`src/rtl/inject_arbiter.sv`:
```
// Round-robin arbiter that stamps and pushes one local flit at a time into the router inject port.
// Latency: grant sampled in IDLE, push_j one cycle later, src_ack one cycle after the sampled push_j_ack.
// Backpressure: no grant while j_e=0; push_j is held until push_j_ack, and the flit is never dropped.
module inject_arbiter #(
    parameter int NUM_SRC = 4,
    parameter int TIMEOUT = 255
) (
    input  logic                    clk,
    input  logic                    reset,
    input  logic [2:0]              X_cur,
    input  logic [2:0]              Y_cur,
    input  logic [NUM_SRC-1:0]      src_req,
    input  logic [64*NUM_SRC-1:0]   src_flit,
    output logic [NUM_SRC-1:0]      src_ack,
    input  logic                    j_e,
    input  logic                    push_j_ack,
    output logic [63:0]             inject,
    output logic                    push_j,
    output logic [2:0]              grant_id,
    output logic                    busy,
    output logic                    timeout_err,
    output logic [15:0]             inj_count
);
    localparam int TW = $clog2(TIMEOUT + 1);
    localparam logic [TW-1:0] TMAX = TW'(TIMEOUT);

    typedef enum logic [1:0] {ST_IDLE, ST_PUSH, ST_DONE} state_t;

    state_t               state_q, state_d;
    logic [63:0]          inject_q, inject_d;
    logic                 push_q, push_d;
    logic [NUM_SRC-1:0]   ack_q, ack_d;
    logic [2:0]           gid_q, gid_d;
    logic [2:0]           ptr_q, ptr_d;
    logic [TW-1:0]        wait_q, wait_d, wait_inc;
    logic                 terr_q, terr_d;
    logic [15:0]          inj_count_q, inj_count_d;

    // Sources are zero-extended to the 8-slot maximum so a 3-bit index always fits.
    logic [7:0]           req_ext;
    logic [511:0]         flit_ext;
    logic [3:0]           cand;
    logic [2:0]           sel;
    logic                 found;
    logic [63:0]          sel_flit;
    logic [63:0]          stamped;

    assign req_ext  = 8'(src_req);
    assign flit_ext = 512'(src_flit);

    always_comb begin
        found = 1'b0;
        sel   = '0;
        cand  = '0;
        for (int i = 0; i < NUM_SRC; i++) begin
            cand = {1'b0, ptr_q} + 4'(i);
            if (cand >= 4'(NUM_SRC)) begin
                cand = cand - 4'(NUM_SRC);
            end
            if (!found && req_ext[cand[2:0]]) begin
                found = 1'b1;
                sel   = cand[2:0];
            end
        end
        sel_flit        = flit_ext[{sel, 6'd0} +: 64];
        stamped         = sel_flit;
        stamped[57:52]  = {X_cur, Y_cur};
    end

    assign wait_inc = (wait_q == TMAX) ? wait_q : wait_q + TW'(1);

    always_comb begin
        state_d     = state_q;
        inject_d    = inject_q;
        push_d      = push_q;
        ack_d       = '0;
        gid_d       = gid_q;
        ptr_d       = ptr_q;
        wait_d      = wait_q;
        terr_d      = terr_q;
        inj_count_d = inj_count_q;
        case (state_q)
            ST_IDLE: begin
                if (found && j_e) begin
                    state_d  = ST_PUSH;
                    inject_d = stamped;
                    push_d   = 1'b1;
                    gid_d    = sel;
                    wait_d   = '0;
                end
            end
            ST_PUSH: begin
                wait_d = wait_inc;
                if (wait_inc == TMAX) begin
                    terr_d = 1'b1;
                end
                if (push_j_ack) begin
                    state_d     = ST_DONE;
                    push_d      = 1'b0;
                    ack_d       = NUM_SRC'(8'd1 << gid_q);
                    ptr_d       = (gid_q == 3'(NUM_SRC - 1)) ? 3'd0 : gid_q + 3'd1;
                    inj_count_d = inj_count_q + 16'd1;
                end
            end
            ST_DONE: begin
                state_d = ST_IDLE;
            end
            default: begin
                state_d = ST_IDLE;
            end
        endcase
    end

    always_ff @(posedge clk or negedge reset) begin
        if (!reset) begin
            state_q     <= ST_IDLE;
            inject_q    <= '0;
            push_q      <= 1'b0;
            ack_q       <= '0;
            gid_q       <= '0;
            ptr_q       <= '0;
            wait_q      <= '0;
            terr_q      <= 1'b0;
            inj_count_q <= '0;
        end else begin
            state_q     <= state_d;
            inject_q    <= inject_d;
            push_q      <= push_d;
            ack_q       <= ack_d;
            gid_q       <= gid_d;
            ptr_q       <= ptr_d;
            wait_q      <= wait_d;
            terr_q      <= terr_d;
            inj_count_q <= inj_count_d;
        end
    end

    assign inject      = inject_q;
    assign push_j      = push_q;
    assign src_ack     = ack_q;
    assign grant_id    = gid_q;
    assign busy        = (state_q != ST_IDLE);
    assign timeout_err = terr_q;
    assign inj_count   = inj_count_q;

endmodule

```
`config.mk`:
```
export PLATFORM = sky130hd
export DESIGN_NAME = inject_arbiter
export DESIGN_NICKNAME = d
export VERILOG_FILES = /design/src/rtl/inject_arbiter.sv
export SDC_FILE = /design/constraint.sdc
export NUM_CORES = 1
export LEC_CHECK = 0
export ABC_AREA = 1
export CAP_MARGIN = 10
export CORE_AREA = 4 4 136 138
export CTS_CLUSTER_SIZE = 16
export DETAILED_ROUTE_END_ITERATION = 7
export DIE_AREA = 0 0 140 142
export PLACE_DENSITY = 0.81
export SYNTH_ARGS = -nofsm -noshare
export SYNTH_HDL_FRONTEND = slang
export SYNTH_SLANG_ARGS = --single-unit
export TNS_END_PERCENT = 10
```
`constraint.sdc`:
```
create_clock -name clk -period 2.45 [get_ports clk]
set_input_delay 0.3675 -clock clk [delete_from_list [all_inputs] [get_ports clk]]
set_output_delay 0.3675 -clock clk [all_outputs]
set_load 0.01 [all_outputs]
```
# Word level (Yosys, flattened, before mapping)
# Index checks and enable logic that the tools add are counted.
dict set report op_classes {
  reduce_logical 16
  n_shift 2
  eq_ne 6
  n_addsub 10
  mux 32
  n_lt_le_gt_ge 8
}
# cell n
set ops {}
lappend ops {{$shiftx A512 B10 Y64} 1}
lappend ops {{$mux W3} 9}
lappend ops {{$add A16 B1 Y16 const B} 1}
lappend ops {{$eq A8 B8 Y1 const B} 2}
lappend ops {{$lt A3 B4 Y1 const B} 4}
lappend ops {{$mux W8} 2}
lappend ops {{$pmux W8 S2} 1}
lappend ops {{$bmux W1 S3} 4}
lappend ops {{$ge A4 B3 Y1 const B} 3}
lappend ops {{$sub A3 B3 Y3 const B} 4}
lappend ops {{$mux W1} 10}
lappend ops {{$reduce_and A2 Y1} 5}
lappend ops {{$add A3 B2 Y4 const B} 2}
lappend ops {{$add A8 B1 Y8 const B} 1}
lappend ops {{$mux W4} 2}
lappend ops {{$add A3 B1 Y4 const B} 1}
lappend ops {{$logic_and A1 B1 Y1} 4}
lappend ops {{$mux W2} 2}
lappend ops {{$ne A2 B2 Y1 const B} 2}
lappend ops {{$pmux W2 S2} 1}
lappend ops {{$reduce_bool A2 Y1} 2}
lappend ops {{$shl A1 B3 Y4 const A} 1}
lappend ops {{$add A3 B1 Y3 const B} 1}
lappend ops {{$eq A3 B2 Y1 const B} 1}
lappend ops {{other kinds (6)} 8}
dict set report word_totals {
  out_inout_bits 90
  in_bits 270
  ff_bits 102
  elab_cells 83
}

# Logic depth before layout (Yosys ltp)
dict set report depth {
  word_depth 17
  ltp_mapped 18
  ltp_nobuf 16
}

# Least setup slack after synthesis
# Ideal clock, no wire load.
dict set report synth_path {
  path_kind {flip-flop to flip-flop}
  start {register ptr_q[0]}
  end {register inject_q[12], in the netlist inject[12]}
  t_required_ns 2.326
  setup_ns 0.124
  synth_period_minus_slack_ns 2.161
  arrival_time_ns 2.037
  stages_incl_launch_ff 16
  n_path_buf 2
  slack_ns 0.289
  cell_sequence {dfrtp_1 -> inv_2 -> ha_1 -> inv_1 -> nand3_1 -> inv_1 -> nor2_1 -> nand2_2 -> nand2_1 -> nand2_1 -> nand2_2 -> buf_2 -> buf_2 -> nand2_1 -> nand3_1 -> nand3_1}
}
dict set report synth_between {
  elab_chain_cells 16
  word_cells_on_any_way 40
  cone_classes {add/sub (7); order compare (4); shift (1); mux (20); reduce/logical (8)}
}
# item line_no
set synth_lines {}
lappend synth_lines {{from (decl)} 34} ;# logic [2:0] ptr_q, ptr_d;
lappend synth_lines {{from (signal assigned)} 131} ;# ptr_q <= ptr_d;
lappend synth_lines {{parallel branches: the longest is 16 deep, another holds $add A3 B1 Y4} -}
lappend synth_lines {{to (signal assigned)} 127} ;# inject_q <= inject_d;
lappend synth_lines {{to (decl)} 30} ;# logic [63:0] inject_q, inject_d;
# Several ways; the timed one is not identified. The select of a mux whose other input is x is not followed.
# A chain may end at the register's enable or synchronous reset.

# Worst setup path in the final report
dict set report layout_path {
  start {register ptr_q[1]}
  end {register inject_q[22], in the netlist inject[22]}
}
# Same word-level chain as after synthesis.

==> key figures <==
Outcome
  • Run status: finished clean

Detailed routing
  • DR pass1 iterations: 5
  • Overall routed net length: 24,800 µm
  • Via-per-instance ratio: 4.83
  • Average detailed-routed wire length per instance: 15.3 µm
  • Antenna-violating nets left: 0
  • Total via count after detailed routing: 7,850
  • Starting DRT DRC Count: 441
  • # DRC: 0

Clock network
  • Root buffer cell: sky130_fd_sc_hd__clkbuf_16
  • Clk slew on worst S/H paths: 0.08 ns
  • H-tree depth: 3
  • Clock buffers created by TritonCTS: 9
  • Source-to-sink clock delay at the later pin of the worst-skew pair: 0.36 ns
  • Clock Sinks: between 100 and 150
  • Maximum number of buffers from clock root to sink: 2
  • Clock tree from TritonCTS: yes

Global routing
  • Total congestion overflow: 0
  • Global routing usage summed across all routing layers: 23.6%
  • Initial antenna violation count: 0
  • Via count of the first global-routing pass: 7,452
  • Maximum number of pins on one net before global-route repair: 77
  • First-pass GRT wire length: between 30,000 and 40,000 µm

Timing
  • Worst Hold Slack: 0.471 ns
  • Final min period: 2.36 ns
  • Achievable frequency: 425 MHz
  • Clock skew: 0.00736 ns
  • Total Negative Setup Slacks: 0 ns
  • Crit share post-route: 96.1%
  • Worst max-slew margin expressed relative to the limit: 72.9%
  • Worst slew pin tran: 0.406 ns
  • Total of endpoints with negative setup slack in the final report: 0
  • Max Slew Vio Count: 0
  • Total count of hold-check failures in the final report: 0

Power
  • Sequential share of power: 16.7%
  • Portion of total power attributed to combinational logic: between 70% and 80%
  • Total power: 0.0170 W
  • Leakage: 5.76 nW
  • Power per cell area: 1510 nW/µm²
  • Fraction of power spent switching nets: between 40% and 50%
  • Cell-internal power: a little under 0.009 W
  • Net switching power of the design: 0.00822 W
  • Worst IR Drop VDD: 0.00113 V
  • Clock group share of total power: 8.7%

Yosys
  • Dominant register cell in the synthesized netlist: sky130_fd_sc_hd__dfrtp_1
  • Number of unique standard cell types used by synthesis: 33
  • Synthesized instance count: 1,063
  • Library cell with the largest summed area after synthesis: sky130_fd_sc_hd__dfrtp_1
  • Synthesized area per cell: approximately 6.6 µm²
  • YS warnings: 0
  • Mapped cell area: 6970 µm²
  • Number of flops mapped to enable cells by yosys: 0
  • Share of the synthesized area in the top cell type: a little over a third
  • Sequential area share after synthesis: a little over a third
  • Synth top area cells: sky130_fd_sc_hd__dfrtp_1, sky130_fd_sc_hd__nand2_1, sky130_fd_sc_hd__nand3_1
  • Post-synth net total: about 1,300
  • Count leader, synth: sky130_fd_sc_hd__nand2_1
  • Async set or reset register ratio after synthesis: between 90% and 100%
  • Flip-flop and latch count after synthesis: about 100
  • Post-synth top cells: sky130_fd_sc_hd__nand2_1, sky130_fd_sc_hd__nand3_1, sky130_fd_sc_hd__inv_1

Worst hold path
  • Hold/Removal Path Class: reg -> reg
  • Depth of the worst hold-timing path: 1

Critical path
  • Cell repeated most along the worst path: sky130_fd_sc_hd__nand3_1
  • Count of cells along the worst register-to-register path: 14
  • CP cell instances: inv_2, ha_4, inv_2, nand3_1, nand3_2, nand4_1, nand2_1, nand2_2, nand2_8, clkbuf_16, buf_4, or2_2, nand3_1, nand3_1
  • CP Launch Type: flop
  • Longest individual stage delay on the worst path: 0.40 ns
  • Number of buffer and inverter instances along the worst setup path: 4
  • Slowest CP cell: sky130_fd_sc_hd__dfrtp_1
  • Arrival @ worst endpoint: 2.59 ns
  • Total number of cells along the worst setup path: 14
  • Type of the setup path with the least slack: reg -> reg
  • Max FO, Critical Path: 13
  • Critical Path Sink Type: flop
  • Worst endpoint required time: 2.69 ns
  • Kind of cell with the highest combined delay on the critical path: simple AND/OR/NAND/NOR gates

Die
  • Starting density of the core: 40.6%
  • IO Pins: 360
  • Placeable core region: 17,200 µm²
  • Die Footprint: 19,900 µm²
  • X dimension of the die: about 140 µm
  • Row cnt: 48
  • Die height: approximately 140 µm

Run
  • Max-cap check violation count: 0

Finish
  • Antenna diode instance count: 0
  • Area growth from synthesis to layout: 61.3%
  • Fraction of layout cells with a size suffix above 1: roughly a tenth
  • Non-Filler Cell Area, Final: 11,200 µm²
  • Layout fillers: roughly 1,500
  • Final #Nets: 1,673

Placement
  • Placed instance area: 10,700 µm²
  • Routability cong.: 0.891
  • Port Buf Inserts: 335
  • HPWL after detailed placement: around 19,000 µm
routing by layer:
layer	share of wire, %	track usage [%]
met1	40	28.2
met5	0	0
met4	3.2	7.29
met2	51	41.9
met3	5.9	6.01
layout make-up:
class | count | area [µm²] | share of cell area (%)
multi-input combinational | 705 | 3420 | 30.4
clock buffer | 9 | 225 | 2.00
sequential | 102 | 2550 | 22.7
timing repair buffer | 376 | 3920 | 34.9
tap | 225 | 282 | 2.50
clock inverter | 7 | 77.6 | 0.690
inverter | 201 | 761 | 6.77
power by group through the flow:
stage                     clock, W  sequential (W)  combinational [W]
after floorplan                  0         0.00307            0.00728
after global placement           0         0.00284             0.0115
after detailed placement         0         0.00285             0.0117
after CTS                  0.00152         0.00284             0.0118
after global routing       0.00158         0.00292             0.0141
final                      0.00148         0.00284             0.0127
worst paths after layout:
kind	from	to	slack [ns]
setup / recovery	ptr_q[1]	inject[22]	0.09
setup reg to reg	ptr_q[1]	inject[22]	0.09
max in group asynchronous	reset	inject[7]	1.32
min in group asynchronous	reset	inj_count[15]	0.48
hold / removal	inj_count[15]	inj_count[15]	0.47
hold reg to reg	inj_count[15]	inj_count[15]	0.47
stage by stage:
stage / setup WS [ns] / util, % / cells
6_report: 0.0945 / 65.4 / 1625
5_1_grt: -0.0490 / 65.4 / 1625
4_1_cts: 0.0111 / 64.2 / 1618
3_5_place_dp: -0.0348 / 62.4 / 1601
3_3_place_gp: 0.0303 / 62.4 / 1601
2_1_floorplan: 0.289 / - / 1063
registers in the layout (all words and copies together), names as in the netlist:
register and cells:
inject 64, inj_count 16, wait_q 8, src_ack 4, grant_id 3, ptr_q 3
state_q 2, push_j 1, timeout_err 1
cell families (layout without fill, tap and decap cells):
| group | after synthesis | count (layout) | synth area share, % |
|---|---|---|---|
| fa+ha+maj | 8 | 8 | 1.44 |
| simple gates | 660 | 660 | 42.7 |
| flops | 102 | 102 | 36.6 |
| buf+inv | 256 | 593 | 15.5 |
| xor+xnor | 18 | 18 | 2.26 |
| compound gates | 19 | 19 | 1.49 |
timing repair:
item / CTS / global route
resized for setup: 0 / 20
hold endpoints to repair: 28 / 0
buffers inserted: 0 / 3
setup endpoints to repair: 0 / 65
hold buffers: 1 / 0
cells in the final DEF (no fill, tap or decap), drive strengths merged, types with 5 or more instances in the layout:
cell type | Yosys | routed
nand2 | 336 | 336
clkdlybuf4s50 | 0 | 334
nand3 | 229 | 229
inv | 199 | 202
dfrtp | 102 | 102
or2 | 61 | 61
buf | 48 | 37
nor2 | 25 | 25
clkbuf | 7 | 13
o21ai | 12 | 12
xor2 | 10 | 10
xnor2 | 8 | 8
ha | 8 | 8
nand4 | 5 | 5
(Power assumes the default switching activity.)
